==> src/rtl/dec_entry.sv <==
// dec_entry: keypad number-entry front end.
// Collects up to NDIG decimal key codes plus a sign, echoes the entry in BCD for the display
// path and, on ENTER, converts it serially (reverse double-dabble, 4*NDIG steps) into a
// DATA_W-bit two's-complement value.
//
// Optional feature macro: ENTRY_ERR_EN (adds the sticky 'err' output).
//
// Ports:
//   clk        system clock
//   rst        asynchronous reset, active-low
//   sel        module select; keys are accepted only while high
//   key_valid  single-cycle key strobe
//   key_code   0-9 digit, 4'hA sign toggle, 4'hB ENTER, 4'hC CLEAR, others ignored
//   busy       high while converting
//   out_valid  one-cycle pulse when data_out is updated
//   data_out   signed result, held between conversions
//   bcd_echo   current entry, least-significant digit in [3:0]
//   err        (ENTRY_ERR_EN only) sticky: digit rejected or key pressed while busy
//   sign_echo  1 = entry is negative
module dec_entry #(
   parameter int unsigned NDIG   = 3,
   parameter int unsigned DATA_W = 11
) (
   input  logic                clk,
   input  logic                rst,
   input  logic                sel,
   input  logic                key_valid,
   input  logic [3:0]          key_code,
   output logic                busy,
   output logic                out_valid,
   output logic [DATA_W-1:0]   data_out,
   output logic [4*NDIG-1:0]   bcd_echo,
`ifdef ENTRY_ERR_EN
   output logic                err,
`endif
   output logic                sign_echo
);

   localparam int unsigned BW    = 4 * NDIG;
   localparam int unsigned STEPS = BW;
   localparam int unsigned CW    = $clog2(NDIG + 1);
   localparam int unsigned SW    = (STEPS > 1) ? $clog2(STEPS) : 1;

   typedef enum logic [1:0] {StEntry, StConv, StDone} state_t;

   state_t            state;
   logic [CW-1:0]     count;
   logic [BW-1:0]     work_bcd;
   logic [BW-1:0]     bin;
   logic              work_sign;
   logic [SW-1:0]     step;

   logic              accept;
   logic              is_digit;
   logic [2*BW-1:0]   shifted;
   logic [BW-1:0]     next_bcd;
   logic [BW-1:0]     next_bin;
   logic [DATA_W-1:0] mag;
   logic [DATA_W-1:0] result;

   assign accept   = key_valid && sel && (state == StEntry);
   assign is_digit = (key_code < 4'hA);

   // One reverse double-dabble step: shift {bcd, bin} right, then pull every BCD nibble that
   // reached 8 or more back by 3 (undoing the doubling correction of the forward algorithm).
   always_comb begin
      shifted  = {work_bcd, bin} >> 1;
      next_bin = shifted[BW-1:0];
      next_bcd = shifted[2*BW-1:BW];
      for (int i = 0; i < int'(NDIG); i++) begin
         if (next_bcd[4*i +: 4] >= 4'd8) begin
            next_bcd[4*i +: 4] = next_bcd[4*i +: 4] - 4'd3;
         end
      end
   end

   // -0 naturally negates to 0, so no special case is needed.
   always_comb begin
      mag    = DATA_W'(bin);
      result = work_sign ? (-mag) : mag;
   end

   always_ff @(posedge clk or negedge rst) begin
      if (!rst) begin
         state     <= StEntry;
         count     <= '0;
         work_bcd  <= '0;
         bin       <= '0;
         work_sign <= 1'b0;
         step      <= '0;
         busy      <= 1'b0;
         out_valid <= 1'b0;
         data_out  <= '0;
         bcd_echo  <= '0;
         sign_echo <= 1'b0;
`ifdef ENTRY_ERR_EN
         err       <= 1'b0;
`endif
      end else begin
         out_valid <= 1'b0;
`ifdef ENTRY_ERR_EN
         if (key_valid && sel && busy) begin
            err <= 1'b1;
         end
`endif
         case (state)
            StEntry: begin
               if (accept) begin
                  if (is_digit) begin
                     if (count < CW'(NDIG)) begin
                        bcd_echo <= (bcd_echo << 4) | BW'(key_code);
                        count    <= count + CW'(1);
                     end
`ifdef ENTRY_ERR_EN
                     else begin
                        err <= 1'b1;
                     end
`endif
                  end else begin
                     case (key_code)
                        4'hA: sign_echo <= ~sign_echo;
                        4'hB: begin
                           // Echo registers stay frozen on the latched entry until DONE.
                           work_bcd  <= bcd_echo;
                           work_sign <= sign_echo;
                           bin       <= '0;
                           step      <= '0;
                           busy      <= 1'b1;
                           state     <= StConv;
                        end
                        4'hC: begin
                           bcd_echo  <= '0;
                           sign_echo <= 1'b0;
                           count     <= '0;
`ifdef ENTRY_ERR_EN
                           err       <= 1'b0;
`endif
                        end
                        default: ;
                     endcase
                  end
               end
            end
            StConv: begin
               work_bcd <= next_bcd;
               bin      <= next_bin;
               step     <= step + SW'(1);
               if (step == SW'(STEPS - 1)) begin
                  busy  <= 1'b0;
                  state <= StDone;
               end
            end
            StDone: begin
               data_out  <= result;
               out_valid <= 1'b1;
               bcd_echo  <= '0;
               sign_echo <= 1'b0;
               count     <= '0;
`ifdef ENTRY_ERR_EN
               err       <= 1'b0;
`endif
               state     <= StEntry;
            end
            default: state <= StEntry;
         endcase
      end
   end

endmodule

==> config.mk <==
export PLATFORM = sky130hd
export DESIGN_NAME = dec_entry
export DESIGN_NICKNAME = d
export VERILOG_FILES = /design/src/rtl/dec_entry.sv
export SDC_FILE = /design/constraint.sdc
export NUM_CORES = 1
export LEC_CHECK = 0
export ABC_AREA = 1
export ABC_CLOCK_PERIOD_IN_PS = 4010
export CAP_MARGIN = 20
export CORE_MARGIN = 2
export CORE_UTILIZATION = 45
export DETAILED_ROUTE_END_ITERATION = 8
export PLACE_DENSITY_LB_ADDON = 0.15
export RECOVER_POWER = 50
export SLEW_MARGIN = 20
export SYNTH_ARGS = -nofsm -noshare
export SYNTH_HDL_FRONTEND = slang
export SYNTH_SLANG_ARGS = --single-unit
==> constraint.sdc <==
create_clock -name clk -period 4.01 [get_ports clk]
set_input_delay 0.802 -clock clk [delete_from_list [all_inputs] [get_ports clk]]
set_output_delay 0.802 -clock clk [all_outputs]
set_load 0.05 [all_outputs]
-- Yosys cells after proc, flatten, opt, wreduce, memory -nomap -nowiden
Index checks and enable logic that the tools add are counted.
Widths: inputs -> output; s select.
- output and inout port bits: 26
- word-level logic and storage cells: 90
- register bits: 59
- add/subtract/negate cells: 6
- bitwise logic cells: 3
- muxes and demuxes: 41
- magnitude comparators: 5
- reductions and logical operators: 11
- equality and inequality tests: 13
- operator list (kind ; number):
    $mux 12 ; 10
    $pmux 12 s2 ; 3
    $mux 4 ; 6
    $reduce_and 4->1 ; 5
    $eq 4x4->1 const B ; 4
    $mux 2 ; 8
    $or 12x4->12 ; 1
    $mux 11 ; 1
    $neg 11->11 ; 1
    $ge 4x4->1 const B ; 2
    $pmux 2 s2 ; 2
    $pmux 4 s2 ; 1
    $sub 4x2->4 const B ; 2
    $mux 1 ; 7
    $ne 2x2->1 const B ; 3
    $ne 3x2->1 const B ; 2
    $pmux 1 s2 ; 3
    $reduce_and 5->1 ; 1
    $add 4x1->4 const B ; 1
    $ge 3x4->1 const B ; 1
    $lt 4x4->1 const B ; 1
    $reduce_bool 2->1 ; 2
    $sub 3x2->4 const B ; 1
    $ne 3x1->1 const B ; 1
    other kinds (8) ; 10

-- Depth between registers and ports, before layout
- depth after elaboration: 5
- gate-level depth with buffers: 9

-- Worst setup path before layout
Ideal clock, no wire load.
- path type: input to register
- start: input key_code[2]
- end: register bcd_echo[10]
- data arrival time: 1548 ps
- slack: 2342 ps
- stages on the path: 6
- cell sequence: o21ai_1 > nand3b_2 > nand3_2 > buf_6 > nand2_1 > nand2_1
- word-level cells in the longest chain between the ends: 4
- elaborated cells between the ends (all ways): 8
- ends and longest elaborated chain (element ; RTL line ; text):
    from (decl) ; 28 ; input logic [3:0] key_code,
    $lt 4x4->1 ; 62 ; assign is_digit = (key_code < 4'hA);
    $mux 12 ; 109 ; if (is_digit) begin
    $mux 12 ; 108 ; if (accept) begin
    $pmux 12 s2 ; 106 ; case (state)
    to (signal assigned) ; 111 ; bcd_echo <= (bcd_echo << 4) | BW'(key_code);
    to (decl) ; 32 ; output logic [4*NDIG-1:0] bcd_echo,
Parallel ways exist; a longest one is shown, timed or not. The select of a mux whose other input is x is not followed.
A chain may end at the register's enable or synchronous reset.

-- Final worst setup path
- start: register sign_echo
- end: output sign_echo
- RTL lines (element ; RTL line ; text):
    from (decl) ; 36 ; output logic sign_echo
    from (signal assigned) ; 121 ; 4'hA: sign_echo <= ~sign_echo;
No word-level cell between the ends.

==> summary.txt <==
Outcome
  • Result of the run: finished with violations
  • Failing checks: max-capacitance violations, max-slew violations

Clocking
  • Htree depth: 3
  • Number of buffers inserted during clock tree synthesis: 9
  • Clock tree root buffer cell: clkbuf_8
  • Number of gates resized after CTS: 0
  • Clock tree from TritonCTS: done
  • CTS max path bufs: 2
  • Post-CTS setup buffer count: 0
  • Cts hold-fix bufs: 0
  • Clock sink count: 59
  • Clock-pin slew on the worst setup and hold paths: 60 ps
  • Clock latency on the worst-skew pair: 330 ps

Hold path
  • Min-delay worst type: reg -> reg
  • Worst hold path cell count: 2
  • HP Start: work_bcd[0]

Timing
  • Measured slew at the worst slew-check pin: 2150 ps
  • Fin Setup TNS: 0 ps
  • Time the worst path needs with I/O delays and setup: 2350 ps
  • Setup repair after global routing missed its margin: false
  • Setup ws final: 1660 ps
  • Worst-case headroom to the max-slew limit: -43.3%
  • Setup Viol. Count Final: 0
  • Upper clock frequency limit: 0.426 GHz
  • Fin Clk Skew: 5.31 ps
  • Hold violation count in the final report: 0
  • Max-slew violation count: 41
  • Final cycle utilization of the critical path: 58.6%
  • Worst hold slack: 474 ps

Final layout
  • Highest-count cells in the layout ignoring fill and taps: nand2_1, dfrtp_1, inv_1
  • Util after Layout: 54.7%
  • Fill count: 650
  • Final net count: 441
  • Commonest non-fill, non-tap cell in the layout: nand2_1
  • Area delta synth->final: 18.2%
  • Number of antenna repair diodes: 0
  • Share of cells above drive strength 1: 11.6%

Logic synthesis
  • Number of enable-type register cells in the synthesized netlist: 0
  • Number of instances in the synthesized netlist: 391
  • Post-synth top flop: dfrtp_1
  • Count of state elements after synthesis: 59
  • Yosys warns: 0
  • Proportion of synthesized chip area in sequential cells: 47.2%
  • Post-Syn Area: 3130 um2
  • Nets in the synthesized netlist: 406
  • Post-synth cell types: 26
  • Proportion of register bits with asynchronous set or reset after synthesis: 100%
  • Post-synthesis average cell area: 7.99 um2

Worst setup path
  • Reg2reg path depth: 7
  • Worst endpoint required time: 3210 ps
  • Kind of cell adding the most delay to the critical path: buffers and inverters
  • Element type at the critical path end: output pin
  • Library cell contributing the largest single delay on the critical path: clkdlybuf4s50_1
  • Crit path cell chain: clkdlybuf4s50_1
  • Largest fanout of any net on the critical path: 4
  • Buf/Inv on CP: 1
  • Crit path largest cell delay: 820 ps
  • Number of logic stages on the critical path including buffering: 1
  • Reg-to-reg critical path startpoint: state[0]
  • Worst setup path startpoint: sign_echo
  • Data arrival at the endpoint of the critical path: 1550 ps
  • Critical path class: reg -> out
  • Critical Path Start Type: flip-flop

Place
  • Number of buffer cells added on primary ports: 33
  • Gpl congestion: 0.789
  • Detailed Place HPWL: 4.67 mm
  • Pre-CTS setup slack: 1470 ps

Run
  • Maximum Capacitance Violations: 1

Drt
  • Routed Wire Length: 6.80 mm
  • First DRT Iteration DRCs: 108
  • Post-DR wirelength/cell: 13.3 um
  • First drt pass iteration count: 5
  • Drc violations: 0
  • Via total after detailed routing: 2619
  • Remaining antenna violation count after routing: 0
  • DR vias/cell: 5.13

Global routing
  • Maximum number of pins on one net before global-route repair: 41
  • GRT overflow: 0
  • Vias in the first global route: 2523
  • Total global-route track usage: 20.0%
  • Antenna violations before repair: 0
  • Global-route wire length before repair: 11.9 mm

Floorplan
  • Initial cell density of the core: 46.3%
  • Std cell rows: 30
  • Total die area: 7630 um2
  • Height of the die: 87.3 um
  • Die W: 87.3 um
  • Io pins: 34
  • Placeable core region: 6760 um2

Power and ir drop
  • Worst-case vdd ir drop: 411 uV
  • Leakage power: 1.79 nW
  • Power per standard cell area: 911 nW/um2
  • Pwr Total: 3.36 mW
==> stage by stage <==
step           std cells  instance area (um2)
6_report             511                 3690
5_1_grt              511                 3690
4_1_cts              511                 3700
3_5_place_dp         495                 3490
3_3_place_gp         495                 3490
2_1_floorplan        391                 3130
==> cell usage after synthesis (2+ instances only) <==
library cell  count  share of area (%)
o22ai_1           6                1.2
a21oi_2           2               0.56
a21oi_1           4               0.64
ha_1              7                2.8
buf_4             2               0.48
nor2_2            2               0.40
o21ai_0          17                2.7
inv_1            39                4.7
clkbuf_1          3               0.36
buf_2             4               0.64
nand2_1         128                 15
nand3_1          28                4.5
dfrtp_1          59                 47
xor2_1            3               0.84
buf_6             4                1.4
nand3_2           3               0.96
o21ai_2          21                5.9
nor2_1           33                4.0
nand4_1          19                3.8
==> worst register-to-register path, delay by kind of cell, from the launching register on <==
kind / cells / cell delay (ps)
and+or+nand+nor: 3 / 1220
buffers and inverters: 2 / 450
AOI/OAI and AO/OA: 2 / 150
DFF: 1 / 430
==> final cells by class <==
class | count | area, um2 | share of cell area, %
Clock inverter | 6 | 80.1 | 2.17
Tap cell | 80 | 100 | 2.71
Inverter | 40 | 150 | 4.07
Clock buffer | 10 | 128 | 3.46
Timing Repair Buffer | 38 | 358 | 9.69
Multi-Input combinational cell | 278 | 1400 | 37.9
Sequential cell | 59 | 1480 | 40.0
==> flip-flops by register name, summed over array words and instances, names as in the netlist <==
signal / cells
bcd_echo: 12
bin: 12
busy: 1
count: 2
data_out: 11
out_valid: 1
sign_echo: 1
state: 2
step: 4
work_bcd: 12
work_sign: 1
==> final timing paths <==
check | endpoint | slack [ps]
worst max-delay path | sign_echo | 1660
worst min-delay path | work_bcd[0] | 470
worst max register to register | work_bcd[2] | 1690
worst min register to register | work_bcd[0] | 470
max in group asynchronous | count[1] | 1670
min in group asynchronous | work_bcd[4] | 1100
==> power breakdown <==
group          internal, mW  leakage (nW)  switching, mW
registers             0.849         0.742          0.218
logic                 0.565         0.939           1.15
clock network         0.346         0.110          0.238
total                  1.76          1.79           1.60
==> kinds of logic (layout without fill, tap and decap cells) <==
family | after synthesis | in the layout | synth area share, %
flip-flops | 59 | 59 | 47.2
buffers and inverters | 54 | 94 | 7.85
AND/OR/NAND/NOR | 217 | 217 | 30.1
AO/OA/AOI/OAI | 51 | 51 | 11.2
XOR/XNOR | 3 | 3 | 0.841
adder cells (fa/ha/maj) | 7 | 7 | 2.80
==> layer usage <==
layer	vias up	GRT usage [%]	share of wire, %
li1	1337	-	-
met1	1233	27.4	49
met2	45	31.3	46
met3	4	5.31	3.6
met4	0	6.01	1.1
met5	-	0	0
Power figures use the tool's default switching activity.
